### src/rtl/multi_word_adder_seq.sv
// Streams two WORDS x 4-bit operands LS word first through an external
// 4-bit ripple adder, one word per clock, and assembles the full result.
//
// Ports:
//   clk, reset          clock, synchronous active-high reset
//   in_valid/in_ready   operand handshake (a, b, carry_in)
//   out_valid/out_ready result handshake (sum, carry_out)
//   adder_a/b/cin       operands driven to the external 4-bit adder
//   adder_sum/cout      result returned by the external 4-bit adder
module multi_word_adder_seq #(
  parameter int WORDS = 4,
  localparam int W    = 4 * WORDS
) (
  input  logic         clk,
  input  logic         reset,
  input  logic         in_valid,
  output logic         in_ready,
  input  logic [W-1:0] a,
  input  logic [W-1:0] b,
  input  logic         carry_in,
  output logic         out_valid,
  input  logic         out_ready,
  output logic [W-1:0] sum,
  output logic         carry_out,
  output logic [3:0]   adder_a,
  output logic [3:0]   adder_b,
  output logic         adder_cin,
  input  logic [3:0]   adder_sum,
  input  logic         adder_cout
);

  localparam int IW = (WORDS > 1) ? $clog2(WORDS) : 1;

  typedef enum logic [1:0] {
    IDLE = 2'd0,
    RUN  = 2'd1,
    DONE = 2'd2
  } state_e;

  state_e          state_q;
  logic [W-1:0]    a_q;
  logic [W-1:0]    b_q;
  logic [W-1:0]    sum_q;
  logic [W-1:0]    sum_d;
  logic            carry_q;
  logic [IW-1:0]   idx_q;
  logic            last;

  assign last = (idx_q == IW'(WORDS - 1));

  // Word select onto the adder; zero whenever the sequencer is not in RUN.
  always_comb begin
    adder_a   = 4'd0;
    adder_b   = 4'd0;
    adder_cin = 1'b0;
    if (state_q == RUN) begin
      adder_cin = carry_q;
      for (int k = 0; k < WORDS; k++) begin
        if (idx_q == IW'(k)) begin
          adder_a = a_q[4*k +: 4];
          adder_b = b_q[4*k +: 4];
        end
      end
    end
  end

  // Merge the adder's word result into the assembled sum.
  always_comb begin
    sum_d = sum_q;
    for (int k = 0; k < WORDS; k++) begin
      if (idx_q == IW'(k)) sum_d[4*k +: 4] = adder_sum;
    end
  end

  always_ff @(posedge clk) begin
    if (reset) begin
      state_q <= IDLE;
      a_q     <= '0;
      b_q     <= '0;
      sum_q   <= '0;
      carry_q <= 1'b0;
      idx_q   <= '0;
    end else begin
      unique case (state_q)
        IDLE: begin
          if (in_valid) begin
            a_q     <= a;
            b_q     <= b;
            carry_q <= carry_in;
            sum_q   <= '0;
            idx_q   <= '0;
            state_q <= RUN;
          end
        end
        RUN: begin
          sum_q   <= sum_d;
          carry_q <= adder_cout;
          if (last) state_q <= DONE;
          else      idx_q   <= idx_q + 1'b1;
        end
        DONE: begin
          if (out_ready) state_q <= IDLE;
        end
        default: state_q <= IDLE;
      endcase
    end
  end

  // Result is only exposed in DONE so partial sums never leak out.
  assign in_ready  = (state_q == IDLE) & ~reset;
  assign out_valid = (state_q == DONE);
  assign sum       = out_valid ? sum_q : '0;
  assign carry_out = out_valid & carry_q;

endmodule

### config.mk
export PLATFORM = sky130hd
export DESIGN_NAME = multi_word_adder_seq
export DESIGN_NICKNAME = d
export VERILOG_FILES = /design/src/rtl/multi_word_adder_seq.sv
export SDC_FILE = /design/constraint.sdc
export NUM_CORES = 1
export LEC_CHECK = 0
export CORE_ASPECT_RATIO = 2
export CORE_MARGIN = 2
export CORE_UTILIZATION = 25
export CTS_BUF_LIST = sky130_fd_sc_hd__clkbuf_8
export DETAILED_ROUTE_END_ITERATION = 7
export HOLD_SLACK_MARGIN = 0.12
export PLACE_DENSITY = 0.59
export SETUP_SLACK_MARGIN = 0.5
export SYNTH_ARGS = -nofsm -noshare
export SYNTH_HDL_FRONTEND = slang
export SYNTH_SLANG_ARGS = --single-unit
### constraint.sdc
create_clock -name clk -period 1.5 [get_ports clk]
set_input_delay 0.225 -clock clk [delete_from_list [all_inputs] [get_ports clk]]
set_output_delay 0.225 -clock clk [all_outputs]
set_load 0.02 [all_outputs]
==> out/qor.yml <==
grt_max_degree: 44
slowest_stage: "dfxtp_4"
cts_root_buf: "clkbuf_8"
clk_path_buf_depth: 2
r2r_slack_ns: -0.09
netlist_instances: 298
synthArstFlopShare: 0
outcome: "finished with violations"
max_freq_mhz: 476
hold_class: "in -> reg"
grt.total_usage: 0.169
core_mm2: 0.00976
skew_ns: 0.00728
place_hpwl_um: 5810
layout-area-overhead-vs-synth_pct: 106
drv_slew: 0
period_minus_slack_ns: 2.10
crit_arrival_ns: 1.88
syn_nets: 344
layout_setup_ws_ns: -0.600
io_pins: 70
synth_flop_cell: "dfxtp_1"
htreeDepth: 2
finalSetupViolations: 61
die-area_mm2: 0.0109
ys_ff_latch: 53
drtAntennaViolNets: 0
cp-end-kind: "primary output"
synth_edf_count: 0
cp_num_cells: 7
worstSetupPathType: "reg -> out"
netlist_area_mm2: 0.00252
cts_made_buffers: 5
rsz0062_at_grt: "true"
yosysWarnings: 0
worstPathMaxFanout: 5
drt_wl_total_um: 9630
first_pass_iters: 4
finalSetupTns_ns: -9.52
cp_num_buf_inv: 4
portBuffers: 69
worstHoldPathCells: 3
violations: "setup timing"
r2r_cells: 7
gp_congestion: 0.773
fin_crit_sh: 1.40
drt-initial-drc-count: 66
max_stage_delay_ns: 0.40
critical-path-top-delay-family: "buffers and inverters"
tightest_slew_ns: 0.515
hold_viol: 0
num_rows: 51
clock_latency_ns: 0.32
p_per_area_mw_per_mm2: 676
cp_data_required_time_ns: 1.27
cts.clk_slew.worst_paths_ns: 0.10
netlist-cell-type-count: 30
drive_gt1_frac: 0.629
grt_pass1_wl_um: 13900
grt_overflow: 0
cp_cell_sequence: "inv_4, buf_6, ha_4, buf_4, nor2b_4, o41ai_4, buf_4"
wl_per_cell_um: 17.2
clock_sinks: 53
cts_tree: "yes"
ir_drop_uv: 477
total_power_uw: 3510
start_kind: "register"
ys_seq_area_frac: 0.421
leakage_uw: 0.00219
postSynthAreaPerCell_um2: 8.45
die_h_um: 146
num_vias: 2686
initial_core_util: 0.258
viasPerCell: 4.79
grt_pass1_vias: 2731
fp.dieW_um: 75.0
final_common_cell: "dfxtp_1"
nets: 473
antenna_found_initial: 1
path_common_cell: "buf_4"
cap_viol_max_count: 0
drc: 0
layout_common_cells: "dfxtp_1 (49), buf_6 (46), clkdlybuf4s50_1 (40), nand2_4 (39), buf_4 (39)"
slew_headroom: 0.657
==> per-layer routing <==
metal  GRT usage  routed length (um)  vias to the layer above
met4       0.106                 492                        0
met5           0                   0                        -
met3      0.0291                 320                       28
met2       0.314                5630                       78
li1            -                   -                     1268
met1       0.160                3190                     1312
==> area by class of cell <==
cell class | count | area, um^2
multi-input cells | 215 | 2180
flip-flops and latches | 53 | 1070
clock inverters | 3 | 17.5
well taps | 132 | 165
clock buffers | 5 | 68.8
diodes | 1 | 2.50
inverters | 4 | 20.0
fillers | 835 | 4580
repair buffers | 148 | 1660
==> sequential cells by signal, summed over array words and instances, names as in the netlist <==
name and cells:
a_q 16, sum_q 16, idx_q 2, b_q 16, state_q 2, carry_q 1
==> metrics by stage <==
stage	util	setup slack, ns	hold WS (ns)	cell area (um^2)	cells
2_1_floorplan	-	-0.107	0.361	2860	298
3_3_place_gp	0.391	-0.692	0.450	3820	512
3_5_place_dp	0.391	-0.756	0.457	3820	512
4_1_cts	0.481	-0.614	0.442	4690	544
5_1_grt	0.531	-0.652	0.459	5190	561
6_report	0.531	-0.600	0.449	5190	561
==> synth_stat cells (3+ instances only) <==
cell type,instances,area (um^2)
clkbuf_1,9,33.8
a21oi_1,33,165
nand3b_1,4,30.0
a221oi_1,8,70.1
buf_2,6,30.0
mux2i_1,16,160
nor2b_1,11,68.8
dfxtp_1,53,1060
and2_1,18,113
nor2_1,3,11.3
o41ai_1,7,61.3
inv_1,4,15.0
buf_6,5,56.3
nand2_1,69,259
nand2b_1,18,113
nand3_1,9,45.0
buf_4,5,37.5
ha_1,4,50.1
a21o_1,4,30.0
==> tightest hold or removal path: cells and delay by family <==
| family | cells | cell delay, ns |
|---|---|---|
| buffers and inverters | 1 | 0.40 |
| AOI/OAI and AO/OA | 1 | 0.04 |
| and+or+nand+nor | 1 | 0.07 |
==> where the power goes <==
part           internal [uW]  switching, uW  total, uW  leakage (uW)
registers               1480           91.7       1580      0.000436
clock network            324            500        824     0.0000439
logic                    605            502       1110       0.00171
==> final timing paths <==
path | endpoint | from
hold reg to reg | a_q[15] | a_q[15]
setup reg to reg | b_q[3] | state_q[1]
hold / removal | a_q[12] | a[12]
setup / recovery | adder_b[3] | idx_q[0]
==> cells by family after synthesis <==
logic type      after synthesis  share of synthesized area
simple gates                137                      0.271
flops                        53                      0.421
compound gates               58                      0.154
buf+inv                      30                     0.0705
mux                          16                     0.0636
fa+ha+maj                     4                     0.0199
==> timing repair <==
item                       in CTS  in global routing
hold buffers                    0                  0
hold endpoints to repair        0                  0
gates resized for setup       290                 80
cloned                          6                  2
buffers inserted               18                 14
pin swaps                      21                 47
setup endpoints to repair      81                 81
Note: power is estimated with default switching activity, not from simulation.
